## config.mk

```make
export PLATFORM = sky130hd
export DESIGN_NAME = pipe_hazard_ctrl_flat
export DESIGN_NICKNAME = d
export VERILOG_FILES = /design/src/rtl/pipe_hazard_ctrl_if.sv /design/src/rtl/pipe_hazard_ctrl.sv /design/src/flat_wrapper.sv
export SDC_FILE = /design/constraint.sdc
export NUM_CORES = 1
export LEC_CHECK = 0
export CORE_UTILIZATION = 40
export DETAILED_ROUTE_END_ITERATION = 6
export PLACE_DENSITY_LB_ADDON = 0.08
export SLEW_MARGIN = 20
export SYNTH_ARGS = -nofsm -noshare
export SYNTH_HDL_FRONTEND = slang
export SYNTH_SLANG_ARGS = --single-unit
export TNS_END_PERCENT = 1
```

## constraint.sdc

```tcl
create_clock -name clk -period 4.93 [get_ports clk]
set_input_delay 0.7395 -clock clk [delete_from_list [all_inputs] [get_ports clk]]
set_output_delay 0.7395 -clock clk [all_outputs]
set_load 0.005 [all_outputs]
```

## src/rtl/pipe_hazard_ctrl_if.sv

```systemverilog
// Bundle of hazard-control signals between the pipeline top level and the sequencer.
// The master side drives the stage/hazard inputs. The slave side returns the freeze/flush controls and the statistics.
interface pipe_hazard_ctrl_if #(
   parameter int REG_W = 4,
   parameter int CNT_W = 16
);
   logic             forward_en;
   logic [REG_W-1:0] src1;
   logic [REG_W-1:0] src2;
   logic             two_src;
   logic             exe_wb_en;
   logic [REG_W-1:0] exe_dest;
   logic             exe_mem_read;
   logic             mem_wb_en;
   logic [REG_W-1:0] mem_dest;
   logic             branch_taken;
   logic             mem_req;
   logic             mem_ready;
   logic             clr_stats;
   logic             if_freeze;
   logic             if_flush;
   logic             id_flush;
   logic             pipe_freeze;
   logic             mem_timeout;
   logic [CNT_W-1:0] stall_cnt;
   logic [CNT_W-1:0] flush_cnt;

   modport master (
      output forward_en, src1, src2, two_src, exe_wb_en, exe_dest, exe_mem_read,
             mem_wb_en, mem_dest, branch_taken, mem_req, mem_ready, clr_stats,
      input  if_freeze, if_flush, id_flush, pipe_freeze, mem_timeout, stall_cnt, flush_cnt
   );

   modport slave (
      input  forward_en, src1, src2, two_src, exe_wb_en, exe_dest, exe_mem_read,
             mem_wb_en, mem_dest, branch_taken, mem_req, mem_ready, clr_stats,
      output if_freeze, if_flush, id_flush, pipe_freeze, mem_timeout, stall_cnt, flush_cnt
   );
endinterface

```

## src/rtl/pipe_hazard_ctrl.sv

```systemverilog
// Pipeline sequencer: freeze/flush arbitration (memory wait > branch > RAW hazard), wait timeout, stall/flush stats.
// Controls are combinational (zero latency); the FSM, timeout flag and counters update on the rising edge of clk.
module pipe_hazard_ctrl #(
   parameter int REG_W       = 4,
   parameter int CNT_W       = 16,
   parameter int MEM_TIMEOUT = 255
) (
   input  logic                clk,
   input  logic                rst,
   pipe_hazard_ctrl_if.slave   bus
);
   localparam logic [0:0]       ST_RUN      = 1'b0;
   localparam logic [0:0]       ST_MEM_WAIT = 1'b1;
   localparam logic [CNT_W-1:0] CNT_MAX     = '1;
   localparam logic [CNT_W-1:0] CNT_ONE     = CNT_W'(1);
   localparam logic [CNT_W-1:0] TMO_LIMIT   = CNT_W'(MEM_TIMEOUT);

   logic [0:0]       r_state;
   logic [CNT_W-1:0] r_wait_cnt;
   logic             r_mem_timeout;
   logic [CNT_W-1:0] r_stall_cnt;
   logic [CNT_W-1:0] r_flush_cnt;

   logic             w_s1_exe;
   logic             w_s2_exe;
   logic             w_s1_mem;
   logic             w_s2_mem;
   logic             w_hz;
   logic             w_mw;
   logic [CNT_W-1:0] w_wait_nxt;
   logic             w_if_freeze;
   logic             w_if_flush;
   logic             w_id_flush;
   logic             w_pipe_freeze;

   assign w_s1_exe = (bus.src1 == bus.exe_dest);
   assign w_s2_exe = bus.two_src & (bus.src2 == bus.exe_dest);
   assign w_s1_mem = (bus.src1 == bus.mem_dest);
   assign w_s2_mem = bus.two_src & (bus.src2 == bus.mem_dest);

   // With forwarding only a load in EXE cannot be bypassed in time.
   assign w_hz = bus.forward_en ? (bus.exe_mem_read & (w_s1_exe | w_s2_exe))
                                : ((bus.exe_wb_en & (w_s1_exe | w_s2_exe)) |
                                   (bus.mem_wb_en & (w_s1_mem | w_s2_mem)));

   assign w_mw = bus.mem_req & ~bus.mem_ready;

   always_comb begin
      w_if_freeze   = 1'b0;
      w_if_flush    = 1'b0;
      w_id_flush    = 1'b0;
      w_pipe_freeze = 1'b0;
      if (rst) begin
         if (w_mw) begin
            w_if_freeze   = 1'b1;
            w_pipe_freeze = 1'b1;
         end else if (bus.branch_taken) begin
            w_if_flush = 1'b1;
            w_id_flush = 1'b1;
         end else if (w_hz) begin
            w_if_freeze = 1'b1;
            w_id_flush  = 1'b1;
         end
      end
   end

   assign w_wait_nxt = (r_state == ST_RUN)      ? CNT_ONE :
                       (r_wait_cnt == CNT_MAX) ? CNT_MAX : r_wait_cnt + CNT_ONE;

   always_ff @(posedge clk or negedge rst) begin
      if (!rst) begin
         r_state       <= ST_RUN;
         r_wait_cnt    <= '0;
         r_mem_timeout <= 1'b0;
      end else begin
         if (w_mw) begin
            r_state    <= ST_MEM_WAIT;
            r_wait_cnt <= w_wait_nxt;
            if (w_wait_nxt >= TMO_LIMIT) begin
               r_mem_timeout <= 1'b1;
            end
         end else begin
            r_state    <= ST_RUN;
            r_wait_cnt <= '0;
         end
      end
   end

   always_ff @(posedge clk or negedge rst) begin
      if (!rst) begin
         r_stall_cnt <= '0;
         r_flush_cnt <= '0;
      end else if (bus.clr_stats) begin
         r_stall_cnt <= '0;
         r_flush_cnt <= '0;
      end else begin
         if (w_if_freeze && (r_stall_cnt != CNT_MAX)) begin
            r_stall_cnt <= r_stall_cnt + CNT_ONE;
         end
         if (w_if_flush && (r_flush_cnt != CNT_MAX)) begin
            r_flush_cnt <= r_flush_cnt + CNT_ONE;
         end
      end
   end

   assign bus.if_freeze   = w_if_freeze;
   assign bus.if_flush    = w_if_flush;
   assign bus.id_flush    = w_id_flush;
   assign bus.pipe_freeze = w_pipe_freeze;
   assign bus.mem_timeout = r_mem_timeout;
   assign bus.stall_cnt   = r_stall_cnt;
   assign bus.flush_cnt   = r_flush_cnt;
endmodule

```

## src/flat_wrapper.sv

```systemverilog
// flat-port wrapper written by rule: the top's interface ports become plain ports
module pipe_hazard_ctrl_flat 
#(
   parameter int REG_W       = 4,
   parameter int CNT_W       = 16,
   parameter int MEM_TIMEOUT = 255
)
  (clk, rst, bus_forward_en, bus_src1, bus_src2, bus_two_src, bus_exe_wb_en, bus_exe_dest, bus_exe_mem_read, bus_mem_wb_en, bus_mem_dest, bus_branch_taken, bus_mem_req, bus_mem_ready, bus_clr_stats, bus_if_freeze, bus_if_flush, bus_id_flush, bus_pipe_freeze, bus_mem_timeout, bus_stall_cnt, bus_flush_cnt);
  pipe_hazard_ctrl_if #(.REG_W(REG_W), .CNT_W(CNT_W)) bus_i ();
  input  logic clk;
  input  logic rst;
  input wire logic [$bits(bus_i.forward_en)-1:0] bus_forward_en;
  input wire logic [$bits(bus_i.src1)-1:0] bus_src1;
  input wire logic [$bits(bus_i.src2)-1:0] bus_src2;
  input wire logic [$bits(bus_i.two_src)-1:0] bus_two_src;
  input wire logic [$bits(bus_i.exe_wb_en)-1:0] bus_exe_wb_en;
  input wire logic [$bits(bus_i.exe_dest)-1:0] bus_exe_dest;
  input wire logic [$bits(bus_i.exe_mem_read)-1:0] bus_exe_mem_read;
  input wire logic [$bits(bus_i.mem_wb_en)-1:0] bus_mem_wb_en;
  input wire logic [$bits(bus_i.mem_dest)-1:0] bus_mem_dest;
  input wire logic [$bits(bus_i.branch_taken)-1:0] bus_branch_taken;
  input wire logic [$bits(bus_i.mem_req)-1:0] bus_mem_req;
  input wire logic [$bits(bus_i.mem_ready)-1:0] bus_mem_ready;
  input wire logic [$bits(bus_i.clr_stats)-1:0] bus_clr_stats;
  output wire logic [$bits(bus_i.if_freeze)-1:0] bus_if_freeze;
  output wire logic [$bits(bus_i.if_flush)-1:0] bus_if_flush;
  output wire logic [$bits(bus_i.id_flush)-1:0] bus_id_flush;
  output wire logic [$bits(bus_i.pipe_freeze)-1:0] bus_pipe_freeze;
  output wire logic [$bits(bus_i.mem_timeout)-1:0] bus_mem_timeout;
  output wire logic [$bits(bus_i.stall_cnt)-1:0] bus_stall_cnt;
  output wire logic [$bits(bus_i.flush_cnt)-1:0] bus_flush_cnt;
  assign bus_i.forward_en = bus_forward_en;
  assign bus_i.src1 = bus_src1;
  assign bus_i.src2 = bus_src2;
  assign bus_i.two_src = bus_two_src;
  assign bus_i.exe_wb_en = bus_exe_wb_en;
  assign bus_i.exe_dest = bus_exe_dest;
  assign bus_i.exe_mem_read = bus_exe_mem_read;
  assign bus_i.mem_wb_en = bus_mem_wb_en;
  assign bus_i.mem_dest = bus_mem_dest;
  assign bus_i.branch_taken = bus_branch_taken;
  assign bus_i.mem_req = bus_mem_req;
  assign bus_i.mem_ready = bus_mem_ready;
  assign bus_i.clr_stats = bus_clr_stats;
  assign bus_if_freeze = bus_i.if_freeze;
  assign bus_if_flush = bus_i.if_flush;
  assign bus_id_flush = bus_i.id_flush;
  assign bus_pipe_freeze = bus_i.pipe_freeze;
  assign bus_mem_timeout = bus_i.mem_timeout;
  assign bus_stall_cnt = bus_i.stall_cnt;
  assign bus_flush_cnt = bus_i.flush_cnt;
  pipe_hazard_ctrl #(.REG_W(REG_W), .CNT_W(CNT_W), .MEM_TIMEOUT(MEM_TIMEOUT)) u_core (.clk(clk), .rst(rst), .bus(bus_i));
endmodule
```

==> summary.md <==
| Metric | Value |
|---|---|
| Outcome | finished clean |
| Core Area | 6940 um^2 |
| Post-CTS Resized | 0 |
| Hold Fails Final Rpt | 0 |
| WP data arrival | approximately 2.9 ns |
| Post-DP HPWL | 4890 um |
| Dominant synthesized flop cell | dfrtp_1 |
| Max IR drop VDD | 0.000120 V |
| Setup CP Type | primary input to output port |
| Largest net degree at the start of global routing | 34 |
| Pwr per Cell Area | 200 nW/um^2 |
| Max Cap Viol | 0 |
| Worst hold slack | between 0.4 and 0.5 ns |
| Clock skew | about 0.0073 ns |
| Share of cells above drive strength 1 | under 10% |
| Static Leakage | 0.00143 uW |
| Synth warnings | 0 |
| Post-Route WL | 6800 um |
| Setup tns final | 0 ns |
| Post-synth net total | 355 |
| Tightest Pin Transition | 0.786 ns |
| Total Nets Final | roughly 420 |
| DR iter-0 viols | 46 |
| Die height | 87.5 um |
| Commonest cells after routing, fill and taps aside | clkdlybuf4s50_1, dfrtp_1, nand2_1, a21oi_1, xor2_1 |
| Initial core utilization | 42.1% |
| Grt ovf | 0 |
| FMAX | 0.276 GHz |
| Chip width | 87.5 um |
| Syn Inst Count | about 330 |
| Worst Hold Class | primary input to asynchronous set/reset pin |
| H-tree levels | 2 |
| Initial antenna violation count | 0 |
| Fin util | 53.9% |
| DRC | 0 |
| Port Buffers | 63 |
| First-pass GRT wire length | between 10000 and 15000 um |
| Ys async rst share | 100% |
| Crit-path max FO | 2 |
| Vias in the first global route | 2403 |
| Required time of the critical path | 4.19 ns |
| Startpoint of the worst-slack reg-to-reg timing path | u_core.r_wait_cnt[0] |
| Final Slew Violations | 0 |
| Seq/Total Area, Yosys | 42.8% |
| Rel. slew slack | 46.9% |
| CTS tree | built |
| Commonest non-fill, non-tap cell in the layout | clkdlybuf4s50_1 |
| DRT antenna net count | 0 |
| CTS root buf | clkbuf_8 |
| Worst setup EP type | output port |
| Layout area overhead | 27.9% |
| Startpoint types | primary input |
| # IOs | 64 |
| Via Count | 2606 |
| Post-CTS setup buffer count | 0 |
| Antenna fix cells | 0 |
| Mean Syn Cell Area | 9.00 um^2 |
| RSZ-0062 raised after global routing | false |
| Final period util | 73.4% |
| Seq cells post-synth | 50 |
| CTS max path bufs | 2 |
| Number of flops mapped to enable cells by yosys | 0 |
| Finished Layout Cells | 484 |
| Clock Pin Slew Worst Setup and Hold Paths | approximately 0.090 ns |
| # clock sinks | 50 |
| Post-Syn Area | slightly below 3000 um^2 |
| Fin crit period | approximately 3.6 ns |
| Row cnt | 30 |
| Die area | 7660 um^2 |
| # hold bufs at CTS | 0 |
| Routed WL per cell | 14.0 um |
| Worst R2R End | u_core.bus.mem_timeout |
| Overall Global Routing Usage | 18.4% |
| Clock Latency Late Sink | 0.30 ns |
| DR pass1 iterations | 4 |
| Reg2reg path depth | 7 |
| Final Wtd Congestion | 0.791 |
| Final number of setup-violating endpoints | 0 |
| Post-Place Cells | approximately 480 |
| Unique cell type count in the Yosys netlist | 47 |
| Register-to-register setup slack | 2.34 ns |
| Vias/cell | 5.38 |
| TritonCTS Buffers | 5 |
-- stage by stage --
stage	power (uW)	cell area (um^2)	worst slack, ns
after floorplan	455	2920	2.44
after global placement	505	3650	1.33
after detailed placement	506	3650	1.30
after CTS	760	3740	1.28
after global routing	781	3740	1.11
final	749	3740	1.31
-- sequential cells by signal (all words and copies together) (netlist names) --
| name | cells |
|---|---|
| u_core.r_wait_cnt | 16 |
| u_core.r_state | 1 |
| u_core.bus.mem_timeout | 1 |
| u_core.bus.stall_cnt | 16 |
| u_core.bus.flush_cnt | 16 |
-- worst max-delay path: stages --
cell             delay, ns
clkdlybuf4s50_1       0.52
xnor2_1               0.14
nand3_1               0.10
nor4_1                0.34
nor3_1                0.16
o21ai_0               0.22
and2_1                0.15
clkdlybuf4s50_1       0.49
-- power breakdown --
group          switching (uW)  total (uW)  internal [uW]  leakage [uW]
sequential               2.97         415            412      0.000691
clock                     138         251            114     0.0000482
combinational            43.4        82.2           38.8      0.000687
total                     184         749            564       0.00143
-- cells by family after synthesis --
family	share of synthesized area, %
AND/OR/NAND/NOR	25.8
flip-flops	42.8
multiplexers	1.84
adder cells (fa/ha/maj)	1.28
AO/OA/AOI/OAI	13.7
buffers and inverters	2.61
XOR/XNOR	12.0
-- cell type report --
cell class                 instances  area [um^2]
clock buffer                       7         86.3
clock inverter                     1         5.00
fill                             675         3200
inverter                           7         26.3
multi-input combinational        257         1600
sequential                        50         1250
tap                               96          120
timing repair buffer              66          648
-- routing by layer --
layer / global-route usage (%) / up-vias / wire length [um] / share of wire, %
met5: 0 / - / 0 / 0
li1: - / 1308 / - / -
met1: 24.8 / 1252 / 3320 / 49
met3: 3.51 / 8 / 219 / 3.2
met4: 5.51 / 0 / 99 / 1.5
met2: 30.0 / 38 / 3160 / 46
-- cells in the mapped netlist, types with 3 or more instances --
master,count,area [um^2]
xnor2_1,16,140
ha_1,3,37.5
nor2_1,23,86.3
xor2_1,24,210
dfrtp_1,50,1250
nor4_1,5,31.3
o31ai_1,5,37.5
mux2_2,3,33.8
and2_1,3,18.8
nand2_1,27,101
a31oi_1,5,31.3
nand4_1,7,43.8
o21ai_0,17,85.1
a21oi_1,27,135
nand3_1,22,110
nand2b_1,5,31.3
or3_1,13,81.3
clkbuf_1,9,33.8
or4_1,4,30.0
nor3_1,8,40.0
nor2b_1,3,18.8
and3_1,10,62.6
inv_1,7,26.3
-- how the worst max path moves through the flow --
stage / start / endpoint / slack (ns) / cells past startpoint
final: bus_mem_dest[2] / bus_if_freeze / 1.31 / 8
after global routing: bus_src2[2] / bus_if_freeze / 1.11 / 8
after CTS: bus_mem_dest[2] / bus_if_freeze / 1.28 / 8
after detailed placement: bus_mem_dest[2] / bus_if_freeze / 1.30 / 8
after global placement: bus_mem_dest[2] / bus_if_freeze / 1.33 / 8
after floorplan: bus_mem_ready / u_core.bus.flush_cnt[15] / 2.44 / 7
Note: power is estimated with default switching activity, not from simulation.
